`config.mk`:
```
export PLATFORM = sky130hd
export DESIGN_NAME = dmem_arbiter
export DESIGN_NICKNAME = d
export VERILOG_FILES = /design/src/rtl/dmem_arb_pkg.sv /design/src/rtl/dmem_arb_pick.sv /design/src/rtl/dmem_arbiter.sv
export SDC_FILE = /design/constraint.sdc
export NUM_CORES = 1
export LEC_CHECK = 0
export BUFFER_PORTS_ARGS = -buffer_cell sky130_fd_sc_hd__clkbuf_2
export CORE_AREA = 2 2 227 229
export DETAILED_ROUTE_END_ITERATION = 10
export DIE_AREA = 0 0 229 231
export MAX_ROUTING_LAYER = met4
export SYNTH_ARGS = -nofsm -noshare
export SYNTH_HDL_FRONTEND = slang
export SYNTH_SLANG_ARGS = --single-unit
export TNS_END_PERCENT = 100
```
`constraint.sdc`:
```
create_clock -name clk_i -period 2.1 [get_ports clk_i]
set_input_delay 0.42 -clock clk_i [delete_from_list [all_inputs] [get_ports clk_i]]
set_output_delay 0.42 -clock clk_i [all_outputs]
set_load 0.02 [all_outputs]
```
`src/rtl/dmem_arb_pkg.sv`:
```
// Shared types and constants for the data-memory arbiter.
package dmem_arb_pkg;

  localparam int unsigned RD_LAT_MAX = 4;
  localparam int unsigned CNT_W      = $clog2(RD_LAT_MAX);

  typedef enum logic [1:0] {
    IDLE = 2'd0,
    BUSY = 2'd1,
    RESP = 2'd2
  } state_e;

  typedef enum logic {
    OWN_CPU = 1'b0,
    OWN_EXT = 1'b1
  } owner_e;

endpackage

```
`src/rtl/dmem_arb_pick.sv`:
```
// Combinational winner selection between the CPU and external requesters.
// DMEM_ARB_RR_EN selects round-robin tie breaking; default is CPU priority.
module dmem_arb_pick
  import dmem_arb_pkg::*;
(
  input  logic   cpu_req_i,
  input  logic   ext_req_i,
  input  owner_e last_own_i,
  output logic   cpu_win_c_o,
  output logic   ext_win_c_o
);

`ifdef DMEM_ARB_RR_EN
  // On a tie the requester that did not own the previous access wins.
  always_comb begin
    cpu_win_c_o = 1'b0;
    ext_win_c_o = 1'b0;
    if (cpu_req_i && ext_req_i) begin
      cpu_win_c_o = (last_own_i == OWN_EXT);
      ext_win_c_o = (last_own_i == OWN_CPU);
    end else begin
      cpu_win_c_o = cpu_req_i;
      ext_win_c_o = ext_req_i;
    end
  end
`else
  logic unused_last_own;

  assign unused_last_own = last_own_i;
  assign cpu_win_c_o     = cpu_req_i;
  assign ext_win_c_o     = ext_req_i & ~cpu_req_i;
`endif

endmodule

```
`src/rtl/dmem_arbiter.sv`:
```
// Two-requester arbiter/sequencer for the single-ported data memory.
// Optional round-robin tie breaking via DMEM_ARB_RR_EN (see dmem_arb_pick).
module dmem_arbiter
  import dmem_arb_pkg::*;
#(
  parameter int unsigned ADDR_W = 64,
  parameter int unsigned DATA_W = 64,
  parameter int unsigned RD_LAT = 1
) (
  input  logic              clk_i,
  input  logic              reset_ni,
  input  logic              cpu_req_i,
  input  logic              cpu_we_i,
  input  logic [ADDR_W-1:0] cpu_addr_i,
  input  logic [DATA_W-1:0] cpu_wdata_i,
  output logic              cpu_gnt_c_o,
  output logic              cpu_rvalid_o,
  output logic [DATA_W-1:0] cpu_rdata_o,
  input  logic              ext_req_i,
  input  logic              ext_we_i,
  input  logic [ADDR_W-1:0] ext_addr_i,
  input  logic [DATA_W-1:0] ext_wdata_i,
  output logic              ext_gnt_c_o,
  output logic              ext_rvalid_o,
  output logic [DATA_W-1:0] ext_rdata_o,
  output logic [ADDR_W-1:0] mem_addr_o,
  output logic [DATA_W-1:0] mem_wdata_o,
  output logic              mem_wr_o,
  input  logic [DATA_W-1:0] mem_rdata_i
);

  if ((RD_LAT < 1) || (RD_LAT > RD_LAT_MAX)) begin : g_bad_rd_lat
    $error("dmem_arbiter: RD_LAT must be in 1..4");
  end

  state_e            state_q, state_d;
  logic [CNT_W-1:0]  cnt_q, cnt_d;
  owner_e            own_q, own_d;
  logic              we_q, we_d;
  logic [ADDR_W-1:0] addr_q, addr_d;
  logic [DATA_W-1:0] wdata_q, wdata_d;
  logic [DATA_W-1:0] cpu_rdata_q, cpu_rdata_d;
  logic [DATA_W-1:0] ext_rdata_q, ext_rdata_d;
  logic              cpu_rvalid_q, cpu_rvalid_d;
  logic              ext_rvalid_q, ext_rvalid_d;
  logic              mem_wr_q, mem_wr_d;
  owner_e            last_own;
  logic              cpu_win_c, ext_win_c;

  dmem_arb_pick u_pick (
    .cpu_req_i   (cpu_req_i),
    .ext_req_i   (ext_req_i),
    .last_own_i  (last_own),
    .cpu_win_c_o (cpu_win_c),
    .ext_win_c_o (ext_win_c)
  );

`ifdef DMEM_ARB_RR_EN
  owner_e last_own_q, last_own_d;

  assign last_own_d = (cpu_gnt_c_o || ext_gnt_c_o) ? own_d : last_own_q;
  assign last_own   = last_own_q;

  always_ff @(posedge clk_i or negedge reset_ni) begin
    if (!reset_ni) begin
      last_own_q <= OWN_EXT;
    end else begin
      last_own_q <= last_own_d;
    end
  end
`else
  assign last_own = OWN_EXT;
`endif

  always_ff @(posedge clk_i or negedge reset_ni) begin
    if (!reset_ni) begin
      state_q      <= IDLE;
      cnt_q        <= '0;
      own_q        <= OWN_CPU;
      we_q         <= 1'b0;
      addr_q       <= '0;
      wdata_q      <= '0;
      cpu_rdata_q  <= '0;
      ext_rdata_q  <= '0;
      cpu_rvalid_q <= 1'b0;
      ext_rvalid_q <= 1'b0;
      mem_wr_q     <= 1'b0;
    end else begin
      state_q      <= state_d;
      cnt_q        <= cnt_d;
      own_q        <= own_d;
      we_q         <= we_d;
      addr_q       <= addr_d;
      wdata_q      <= wdata_d;
      cpu_rdata_q  <= cpu_rdata_d;
      ext_rdata_q  <= ext_rdata_d;
      cpu_rvalid_q <= cpu_rvalid_d;
      ext_rvalid_q <= ext_rvalid_d;
      mem_wr_q     <= mem_wr_d;
    end
  end

  // Next-state logic; grants are only combinational outputs and only in IDLE.
  always_comb begin
    state_d      = state_q;
    cnt_d        = cnt_q;
    own_d        = own_q;
    we_d         = we_q;
    addr_d       = addr_q;
    wdata_d      = wdata_q;
    cpu_rdata_d  = cpu_rdata_q;
    ext_rdata_d  = ext_rdata_q;
    cpu_rvalid_d = 1'b0;
    ext_rvalid_d = 1'b0;
    mem_wr_d     = 1'b0;
    cpu_gnt_c_o  = 1'b0;
    ext_gnt_c_o  = 1'b0;
    case (state_q)
      IDLE: begin
        if (reset_ni && (cpu_win_c || ext_win_c)) begin
          state_d = BUSY;
          cnt_d   = '0;
          if (cpu_win_c) begin
            cpu_gnt_c_o = 1'b1;
            own_d       = OWN_CPU;
            we_d        = cpu_we_i;
            addr_d      = cpu_addr_i;
            wdata_d     = cpu_wdata_i;
          end else begin
            ext_gnt_c_o = 1'b1;
            own_d       = OWN_EXT;
            we_d        = ext_we_i;
            addr_d      = ext_addr_i;
            wdata_d     = ext_wdata_i;
          end
          mem_wr_d = we_d;
        end
      end
      BUSY: begin
        if (we_q) begin
          state_d = IDLE;
        end else if (cnt_q == CNT_W'(RD_LAT - 1)) begin
          state_d = RESP;
          cnt_d   = '0;
          if (own_q == OWN_CPU) begin
            cpu_rdata_d  = mem_rdata_i;
            cpu_rvalid_d = 1'b1;
          end else begin
            ext_rdata_d  = mem_rdata_i;
            ext_rvalid_d = 1'b1;
          end
        end else begin
          cnt_d = cnt_q + CNT_W'(1);
        end
      end
      RESP:    state_d = IDLE;
      default: state_d = IDLE;
    endcase
  end

  assign cpu_rvalid_o = cpu_rvalid_q;
  assign ext_rvalid_o = ext_rvalid_q;
  assign cpu_rdata_o  = cpu_rdata_q;
  assign ext_rdata_o  = ext_rdata_q;
  assign mem_addr_o   = addr_q;
  assign mem_wdata_o  = wdata_q;
  assign mem_wr_o     = mem_wr_q;

endmodule

```
======== Word-level counts from Yosys, hierarchy flattened ========
Index checks and enable logic that the tools add are counted.
storage, ports and cells
  register bits after elaboration ......... 265
  bits of input ports ..................... 326
  output and inout bits ................... 261
  logic and storage cells ................. 57
cells by class
  add/sub/neg operators ................... 1
  eq/ne operators ......................... 4
  multiplexer cells ....................... 27
  bitwise gates (word level) .............. 4
  reductions and logical operators ........ 10
operator list
  kind                                                                   count
  64-bit two-way mux                                                     2
  1-bit two-way mux                                                      17
  2-bit two-way mux                                                      6
  2-bit case mux with 2 select lines                                     2
  4-bit AND reduction                                                    2
  2-bit logical NOT                                                      2
  2-bit != test, second input constant                                   2
  2-bit AND reduction                                                    2
  3-bit != test, second input constant                                   1
  1-bit NOT                                                              3
  3-bit AND reduction                                                    1
  2-bit by 1-bit adder with 2-bit output, second input constant          1
  2-bit by 1-bit equality test with 1-bit output, second input constant  1
  2-bit nonzero test                                                     1
  1-bit bitwise AND                                                      1
  1-bit logical AND                                                      1
  1-bit logical OR                                                       1

======== Longest topological paths before layout ========
Gate-level depths: netlist of the first run.
  depth after elaboration ................. 6
  depth in mapped cells ................... 6
  gate-level depth less buffers ........... 4

======== Modules after synthesis ========
A second synthesis of the first run with hierarchy kept.
second synthesis, totals
  cells, all modules ...................... 722
  area, all modules ....................... 12,280.5 um^2
modules (own cells, without submodules)
  module         times used  cells an instance  area each (um^2)  seq. area each (um^2)
  dmem_arbiter   1           720                12,259.3          6,631.4
  dmem_arb_pick  1           2                  21.3              0.0

======== Worst setup path after synthesis of the first run ========
Ideal clock, no wire load.
  path kind ............................... input port to output port
  from .................................... in cpu_req_i
  to ...................................... out ext_gnt_c_o
  data arrival time ....................... 1.446 ns
  data required time ...................... 1.680 ns
  path slack .............................. 0.234 ns
  stages on the path ...................... 5
  buffers on the path ..................... 3
  path through ............................ buf_2 -> buf_2 -> buf_2 -> o211ai_1 -> nor2_1
on the way
  cells in the longest elaborated chain, start to end .. 6
  elaborated cells between the ends (all ways) .. 7
  classes of those cells .................. mux: 3; bitwise: 2; reduce/logical: 2
ends and longest elaborated chain
  what                   line                 text
  start, declared        dmem_arbiter.sv:12   input logic cpu_req_i,
  1-bit NOT              dmem_arb_pick.sv:31  assign ext_win_c_o = ext_req_i & ~cpu_req_i;
  1-bit bitwise AND      dmem_arb_pick.sv:31
  1-bit logical OR       dmem_arbiter.sv:120  if (reset_ni && (cpu_win_c || ext_win_c)) begin
  1-bit logical AND      dmem_arbiter.sv:120
  1-bit two-way mux (*)  dmem_arbiter.sv:120
  1-bit two-way mux (*)  dmem_arbiter.sv:118  case (state_q)
  end, declared          dmem_arbiter.sv:23   output logic ext_gnt_c_o,
Mark *: on every way between the ends. The rest lies on a longest branch, timed or not.

======== Worst setup path after layout of the first run ========
  from .................................... reg state_q[1]
  to ...................................... out ext_gnt_c_o
on the way
  cells in the longest elaborated chain, start to end .. 2
ends and longest elaborated chain
  what                    line                 text
  start, declared         dmem_arbiter.sv:36   state_e state_q, state_d;
  start signal, assigned  dmem_arbiter.sv:89   state_q <= state_d;
  2-bit logical NOT       dmem_arbiter.sv:118
  1-bit two-way mux       dmem_arbiter.sv:118
No other way between the ends.

==> impl_table.tex, run 1 <==
\begin{tabular}{lr}
\hline
Metric & Value \\
\hline
\multicolumn{2}{l}{\textbf{Timing}} \\
\quad Setup repair after global routing missed its margin & no \\
\quad Total Neg Setup Slack & 0 ns \\
\quad Relative slew slack & about half \\
\quad Slew @ Worst Pin & 0.778 ns \\
\quad Final setup violation count & 0 \\
\quad Highest clock rate & approximately 510 MHz \\
\quad Crit share post-route & slightly above 90\% \\
\quad Final period demand of the worst path & between 1.5 and 2 ns \\
\quad Final Max Slew Viols & 0 \\
\quad Worst clock skew & 0.0148 ns \\
\quad Final-report hold violation count & 0 \\
\multicolumn{2}{l}{\textbf{Detailed routing}} \\
\quad Drc violations & 0 \\
\quad Wire length reported by the detailed router & about 34 mm \\
\quad Length of the first detailed-routing pass in iterations & 4 \\
\quad Final ANT Viol Nets & 0 \\
\quad Via Count & between 8,000 and 9,000 \\
\quad 1st-iter DRT viols & between 200 and 250 \\
\quad Vias per inst & 4.09 \\
\quad Average wire per cell in the routed design & about 17 um \\
\multicolumn{2}{l}{\textbf{Yosys}} \\
\quad Syn Area/Cell & about 17 sq um \\
\quad Fraction of the yosys area taken by sequential cells & a little over half \\
\quad Net Count, Synth & roughly 1,000 \\
\quad Total standard cell area after synthesis & around 0.012 sq mm \\
\quad Count of cell types in the netlist & 22 \\
\quad Cell count after synthesis & a little over 700 \\
\quad Flops \& latches, synth & between 200 and 300 \\
\quad Syn. warnings & 0 \\
\multicolumn{2}{l}{\textbf{Floorplanning}} \\
\quad Initial standard-cell utilization of the core & around a quarter \\
\quad Die Width & approximately 230 um \\
\quad Chip Height & 231 um \\
\quad Die area & between 0.05 and 0.06 sq mm \\
\quad Site row count & 83 \\
\quad Core outline area & around 0.051 sq mm \\
\quad Number of top-level pins & 587 \\
\multicolumn{2}{l}{\textbf{Final layout}} \\
\quad Ratio of cells with drive above 1 in the final layout & between 70\% and 80\% \\
\quad Number of nets in the layout & between 1,500 and 2,000 \\
\quad Number of antenna repair diodes & 0 \\
\quad Commonest cells after routing, fill and taps aside & sky130\_fd\_sc\_hd\_\_clkbuf\_2, sky130\_fd\_sc\_hd\_\_dfrtp\_1, sky130\_fd\_sc\_hd\_\_mux2\_2 \\
\quad Most common cell after layout, fill and taps aside & sky130\_fd\_sc\_hd\_\_clkbuf\_2 \\
\quad Area growth from synthesis to final layout & 39.6\% \\
\multicolumn{2}{l}{\textbf{Global route}} \\
\quad Initial antenna violation count & 0 \\
\quad Grt total ovfl & 0 \\
\quad Pin count of the biggest net entering global routing & roughly 130 \\
\quad Via count of the first global-routing pass & between 9,000 and 10,000 \\
\quad Global-route usage over all layers & roughly 13\% \\
\quad First-pass GRT wire length & approximately 53 mm \\
\multicolumn{2}{l}{\textbf{Worst setup path}} \\
\quad Slowest-stage cell, CP & sky130\_fd\_sc\_hd\_\_dfrtp\_1 \\
\quad Worst Setup End Kind & output pin \\
\quad Cell breakdown of the critical path & nor2\_4 -> o211ai\_1 -> nor2\_1 -> clkbuf\_2 \\
\quad Arrival @ worst endpoint & 1.53 ns \\
\quad Critical Path Max Stage Delay & 0.43 ns \\
\quad Delay-heaviest family, CP & flip-flops \\
\quad Startpoint types & flop \\
\quad Buffers plus inverters on the worst setup path & 1 \\
\quad Highest fanout seen on the critical path & 3 \\
\quad Required time worst endpoint & between 1.5 and 2 ns \\
\quad Type of the worst setup path & flop to output pin \\
\multicolumn{2}{l}{\textbf{Clocking}} \\
\quad Cell at the root of the clock tree & sky130\_fd\_sc\_hd\_\_clkbuf\_16 \\
\quad Sinks on the clock net & 265 \\
\quad Clock tree from TritonCTS & done \\
\quad Number of clock buffers inserted by TritonCTS & 31 \\
\quad Max H-tree Level & 1 \\
\quad Clock transition at path regs & around 0.06 ns \\
\quad Buffer levels on the longest clock path & 3 \\
\quad Latest clock arrival within the worst-skew pair & 0.56 ns \\
\multicolumn{2}{l}{\textbf{Place}} \\
\quad Port Buf Inserts & between 500 and 600 \\
\quad Hpwl dp & around 27 mm \\
\quad Global placement routability congestion & $\sim$0.90 \\
\multicolumn{2}{l}{\textbf{Min path}} \\
\quad Min-Delay Path Class & input pin to flop \\
\multicolumn{2}{l}{\textbf{Pwr}} \\
\quad Leak & 0.00866 uW \\
\quad Max VDD drop & 0.000633 V \\
\quad Power density normalized to cell area & $\sim$1500 mW/mm\^{}2 \\
\quad Post-route total power & $\sim$25,000 uW \\
\multicolumn{2}{l}{\textbf{Flow run}} \\
\quad \# Max-Cap Violations & 0 \\
\multicolumn{2}{l}{\textbf{Run status}} \\
\quad Result of the run & complete, no violations \\
\hline
\end{tabular}
## synth_stat cells
| master | number | share of area [%] |
|---|---|---|
| sky130_fd_sc_hd__mux2_4 | 188 | 23 |
| sky130_fd_sc_hd__buf_6 | 16 | 1.5 |
| sky130_fd_sc_hd__and3_1 | 1 | 0.051 |
| sky130_fd_sc_hd__clkbuf_1 | 6 | 0.18 |
| sky130_fd_sc_hd__dfrtp_1 | 265 | 54 |
| sky130_fd_sc_hd__o211a_1 | 1 | 0.082 |
| sky130_fd_sc_hd__ha_1 | 2 | 0.20 |
| sky130_fd_sc_hd__and3_4 | 1 | 0.092 |
| sky130_fd_sc_hd__o31ai_1 | 2 | 0.12 |
| sky130_fd_sc_hd__mux2i_1 | 3 | 0.25 |
| sky130_fd_sc_hd__o211ai_1 | 1 | 0.061 |
| sky130_fd_sc_hd__or2b_1 | 1 | 0.061 |
| sky130_fd_sc_hd__mux2_2 | 196 | 18 |
| sky130_fd_sc_hd__nor3b_4 | 1 | 0.15 |
| sky130_fd_sc_hd__buf_4 | 1 | 0.061 |
| sky130_fd_sc_hd__buf_2 | 15 | 0.61 |
| sky130_fd_sc_hd__inv_1 | 5 | 0.15 |
| sky130_fd_sc_hd__nor2_1 | 3 | 0.092 |
| sky130_fd_sc_hd__nand3_2 | 1 | 0.082 |
| sky130_fd_sc_hd__buf_12 | 6 | 0.98 |
| sky130_fd_sc_hd__and2_1 | 1 | 0.051 |
| sky130_fd_sc_hd__nand2_1 | 3 | 0.092 |
## stage by stage
step / utilization (%) / cells / hold slack (ns) / worst slack (ns) / instance area, sq um
after floorplan: - / 719 / 0.124 / 0.234 / 12300
after global placement: 31.7 / 1981 / 0.398 / 0.307 / 16100
after detailed placement: 31.7 / 1981 / 0.404 / 0.243 / 16100
after CTS: 33.7 / 2037 / 0.0517 / 0.0308 / 17100
after global routing: 33.7 / 2037 / 0.0699 / 0.0335 / 17100
final: 33.7 / 2037 / 0.100 / 0.149 / 17100
## per-layer routing
layer  share of wire (%)  routed length, um  vias to the layer above  track usage (%)
li1                    -                  -                     3812                -
met1                  40              13700                     4142             15.1
met2                  51              17500                      312             22.1
met3                 5.7               1970                       71             2.66
met4                 3.4               1190                        0             4.53
met5                   0                  0                        -                -
## flip-flops by register name (all words and copies together) (netlist names)
name,cells
cnt_q,2
cpu_rdata_o,64
cpu_rvalid_o,1
ext_rdata_o,64
ext_rvalid_o,1
mem_addr_o,64
mem_wdata_o,64
mem_wr_o,1
own_q,1
state_q,2
we_q,1
## final cells by class
cell class / count / area (sq um)
fillers: 5019 / 33600
flip-flops and latches: 265 / 6630
multi-input cells: 405 / 5220
repair buffers: 628 / 3390
clock buffers: 42 / 877
well taps: 680 / 851
clock inverters: 12 / 113
inverters: 5 / 18.8
## path summary, 6_finish.rpt
check,start,to,slack [ns],cells past startpoint
worst max-delay path,state_q[1]$_DFFE_PN0P_,ext_gnt_c_o,0.15,4
worst max register to register,state_q[1]$_DFFE_PN0P_,cpu_rdata_o[1]$_DFFE_PN0P_,0.28,4
max in group asynchronous,reset_ni,ext_rdata_o[48]$_DFFE_PN0P_,0.56,4
worst min-delay path,mem_rdata_i[44],ext_rdata_o[44]$_DFFE_PN0P_,0.10,2
min in group asynchronous,reset_ni,state_q[0]$_DFFE_PN0P_,0.45,3
worst min register to register,ext_rdata_o[3]$_DFFE_PN0P_,ext_rdata_o[3]$_DFFE_PN0P_,0.50,1
## power breakdown
group          switching (uW)  total [uW]  internal, uW
combinational            5890       11200          5320
clock                    2110        5240          3130
sequential               1470        9030          7560
total                    9470       25500         16000
## cell families after synthesis
logic type	Yosys count	synth area share, %
adders and majority gates	2	0.204
muxes	387	41.3
AOI/OAI and AO/OA	4	0.265
DFF	265	54.1
and+or+nand+nor	12	0.674
buffers and inverters	49	3.46
## timing repair
item	in CTS	in global routing
gates resized for setup	1	1
hold buffers	2	0
hold endpoints to repair	134	0
endpoints found under the setup margin	1	1
cloned	0	0
buffers inserted	0	0
Note: power is estimated with default switching activity, not from simulation.
==> run 2: changes to the inputs <==
- CORE_AREA: 2 2 227 229 -> 4 4 229 231
- DIE_AREA: 0 0 229 231 -> 0 0 233 235
- SETUP_SLACK_MARGIN: not set -> 0.4
==> impl_table.tex, run 2 (synthesis results as in run 1) <==
\begin{tabular}{lr}
\hline
Metric & Value \\
\hline
\multicolumn{2}{l}{\textbf{Detailed routing}} \\
\quad Final ANT Viol Nets & 0 \\
\quad Length of the first detailed-routing pass in iterations & 4 \\
\quad Wire length reported by the detailed router & 38.7 mm \\
\quad 1st-iter DRT viols & roughly 280 \\
\quad Via Count & approximately 8,400 \\
\quad Vias per inst & roughly 4 \\
\quad Average wire per cell in the routed design & approximately 19 um \\
\quad Drc violations & 0 \\
\multicolumn{2}{l}{\textbf{Clocking}} \\
\quad Buffer levels on the longest clock path & 3 \\
\quad Latest clock arrival within the worst-skew pair & 0.56 ns \\
\quad Clock tree from TritonCTS & done \\
\quad Clock transition at path regs & 0.06 ns \\
\quad Number of clock buffers inserted by TritonCTS & 30 \\
\quad Max H-tree Level & 1 \\
\quad Sinks on the clock net & $\sim$270 \\
\quad Cell at the root of the clock tree & sky130\_fd\_sc\_hd\_\_clkbuf\_16 \\
\multicolumn{2}{l}{\textbf{Run status}} \\
\quad Result of the run & complete, but fails checks \\
\quad Violations in the final reports & negative hold slack \\
\multicolumn{2}{l}{\textbf{Timing}} \\
\quad Worst clock skew & roughly 0.012 ns \\
\quad Final period demand of the worst path & around 1.9 ns \\
\quad Final-report hold violation count & 9 \\
\quad Final Max Slew Viols & 0 \\
\quad Highest clock rate & approximately 520 MHz \\
\quad Relative slew slack & between 30\% and 40\% \\
\quad Slew @ Worst Pin & roughly 1.0 ns \\
\quad Setup repair after global routing missed its margin & yes \\
\quad Total Neg Setup Slack & 0 ns \\
\quad Final setup violation count & 0 \\
\quad Smallest hold slack & -0.0341 ns \\
\quad Crit share post-route & 91.5\% \\
\multicolumn{2}{l}{\textbf{Worst setup path}} \\
\quad Delay-heaviest family, CP & flip-flops \\
\quad Dominant cell type by count on the critical path & sky130\_fd\_sc\_hd\_\_nor2\_2 \\
\quad Cell breakdown of the critical path & nor2\_2 -> o211ai\_1 -> nor2\_2 -> clkbuf\_8 \\
\quad Required time worst endpoint & around 1.7 ns \\
\quad Startpoint types & flop \\
\quad Slowest-stage cell, CP & sky130\_fd\_sc\_hd\_\_dfrtp\_1 \\
\quad Type of the worst setup path & flop to output pin \\
\quad Critical Path Max Stage Delay & $\sim$0.38 ns \\
\quad Buffers plus inverters on the worst setup path & 1 \\
\quad Worst Setup End Kind & output pin \\
\quad Highest fanout seen on the critical path & 3 \\
\quad Arrival @ worst endpoint & $\sim$1.5 ns \\
\multicolumn{2}{l}{\textbf{Place}} \\
\quad Port Buf Inserts & 586 \\
\quad Global placement routability congestion & 0.874 \\
\quad Hpwl dp & $\sim$28 mm \\
\multicolumn{2}{l}{\textbf{Floorplanning}} \\
\quad Die area & $\sim$0.055 sq mm \\
\quad Core outline area & around 0.05 sq mm \\
\quad Site row count & a little over 80 \\
\quad Number of top-level pins & between 500 and 600 \\
\quad Chip Height & about 240 um \\
\quad Initial standard-cell utilization of the core & 24.5\% \\
\quad Die Width & 233 um \\
\multicolumn{2}{l}{\textbf{Min path}} \\
\quad Min-Delay Path Class & input pin to asynchronous set/reset pin \\
\multicolumn{2}{l}{\textbf{Global route}} \\
\quad Pin count of the biggest net entering global routing & $\sim$170 \\
\quad Initial antenna violation count & 0 \\
\quad GR met1 Demand/Resource & approximately 15\% \\
\quad Layer carrying the most global-route usage & met2 \\
\quad First-pass GRT wire length & $\sim$54 mm \\
\quad Met3 Usage GRT & roughly 2.6\% \\
\quad Met2 global-route usage & 22.7\% \\
\quad Global-route usage over all layers & around an eighth \\
\quad Grt total ovfl & 0 \\
\quad Via count of the first global-routing pass & approximately 9,300 \\
\multicolumn{2}{l}{\textbf{Pwr}} \\
\quad Power density normalized to cell area & 1490 mW/mm\^{}2 \\
\quad Leak & $\sim$0.009 uW \\
\quad Max VDD drop & between 0.0007 and 0.0008 V \\
\multicolumn{2}{l}{\textbf{Final layout}} \\
\quad Ratio of cells with drive above 1 in the final layout & between 70\% and 80\% \\
\quad Most common cell after layout, fill and taps aside & sky130\_fd\_sc\_hd\_\_clkbuf\_2 \\
\quad Number of nets in the layout & approximately 1,700 \\
\quad Layout Utilization & about 36\% \\
\quad Number of antenna repair diodes & 0 \\
\quad Commonest cells after routing, fill and taps aside & sky130\_fd\_sc\_hd\_\_clkbuf\_2, sky130\_fd\_sc\_hd\_\_dfrtp\_1, sky130\_fd\_sc\_hd\_\_mux2\_4 \\
\quad Area growth from synthesis to final layout & 46.7\% \\
\multicolumn{2}{l}{\textbf{Flow run}} \\
\quad \# Max-Cap Violations & 0 \\
\hline
\end{tabular}
## run 2: cell types whose count changed in the layout (fill, tap and decap cells not counted), moves of 7 or more
cell	delta
sky130_fd_sc_hd__buf_12	+9
sky130_fd_sc_hd__clkbuf_16	+12
sky130_fd_sc_hd__buf_16	+7
sky130_fd_sc_hd__mux2_4	+15
sky130_fd_sc_hd__buf_4	-15
sky130_fd_sc_hd__mux2_2	-15
sky130_fd_sc_hd__buf_8	+8
## run 2: final timing paths
| kind | startpoint | endpoint | slack [ns] | cells after the start |
|---|---|---|---|---|
| worst max-delay path | state_q[1]$_DFFE_PN0P_ | ext_gnt_c_o | 0.18 | 4 |
| worst min-delay path | reset_ni | cpu_rdata_o[4]$_DFFE_PN0P_ | -0.03 | 2 |
| worst max register to register | state_q[1]$_DFFE_PN0P_ | cpu_rdata_o[18]$_DFFE_PN0P_ | 0.32 | 7 |
| worst min register to register | ext_rdata_o[2]$_DFFE_PN0P_ | ext_rdata_o[2]$_DFFE_PN0P_ | 0.51 | 1 |
| max in group asynchronous | reset_ni | mem_addr_o[0]$_DFFE_PN0P_ | 1.01 | 3 |
| min in group clk_i | mem_rdata_i[37] | ext_rdata_o[37]$_DFFE_PN0P_ | 0.11 | 2 |
## run 2: repair_timing
action | 4_1_cts | 5_1_grt
endpoints found under the setup margin | 93 | 204
hold buffers | 1 | 0
pin swaps | 4 | 1
cloned | 3 | 14
buffers inserted | 9 | 8
endpoints found under the hold margin | 101 | 0
gates resized for setup | 16 | 48
## run 2: worst reg2reg max path, delay by kind of cell (launching register included)
family | cells | cell delay (ns)
AND/OR/NAND/NOR | 2 | 0.42
flip-flops | 1 | 0.38
multiplexers | 1 | 0.31
buffers and inverters | 4 | 0.56
## run 2: final cells by class
| cell class | instances | area, sq um |
|---|---|---|
| well taps | 672 | 841 |
| flip-flops and latches | 265 | 6630 |
| repair buffers | 654 | 4150 |
| multi-input cells | 405 | 5280 |
| fillers | 4935 | 32100 |
| clock buffers | 42 | 897 |
| clock inverters | 12 | 160 |
| inverters | 5 | 18.8 |
## run 2: per-layer routing
| metal | part of all wire [%] | routed length [um] |
|---|---|---|
| met1 | 41 | 15800 |
| met2 | 51 | 19800 |
| met3 | 6.1 | 2370 |
| met4 | 2.1 | 798 |
| met5 | 0 | 0 |
## run 2: report_power, final
part	internal (uW)	switching [uW]	leakage [uW]
Combinational	5930	6220	0.00541
Sequential	7560	1480	0.00313
Clock	3440	2110	0.000531
## run 2: metrics by stage
step	hold slack, ns	cells	area, sq um	total power (uW)	worst slack, ns
3_5_place_dp	0.230	1966	16100	20500	0.256
5_1_grt	0.0359	2055	18000	28000	0.0828
2_1_floorplan	0.124	719	12300	16300	0.413
3_3_place_gp	0.229	1966	16100	20300	0.293
4_1_cts	0.0456	2033	17400	26500	0.143
6_report	-0.0341	2055	18000	26700	0.178
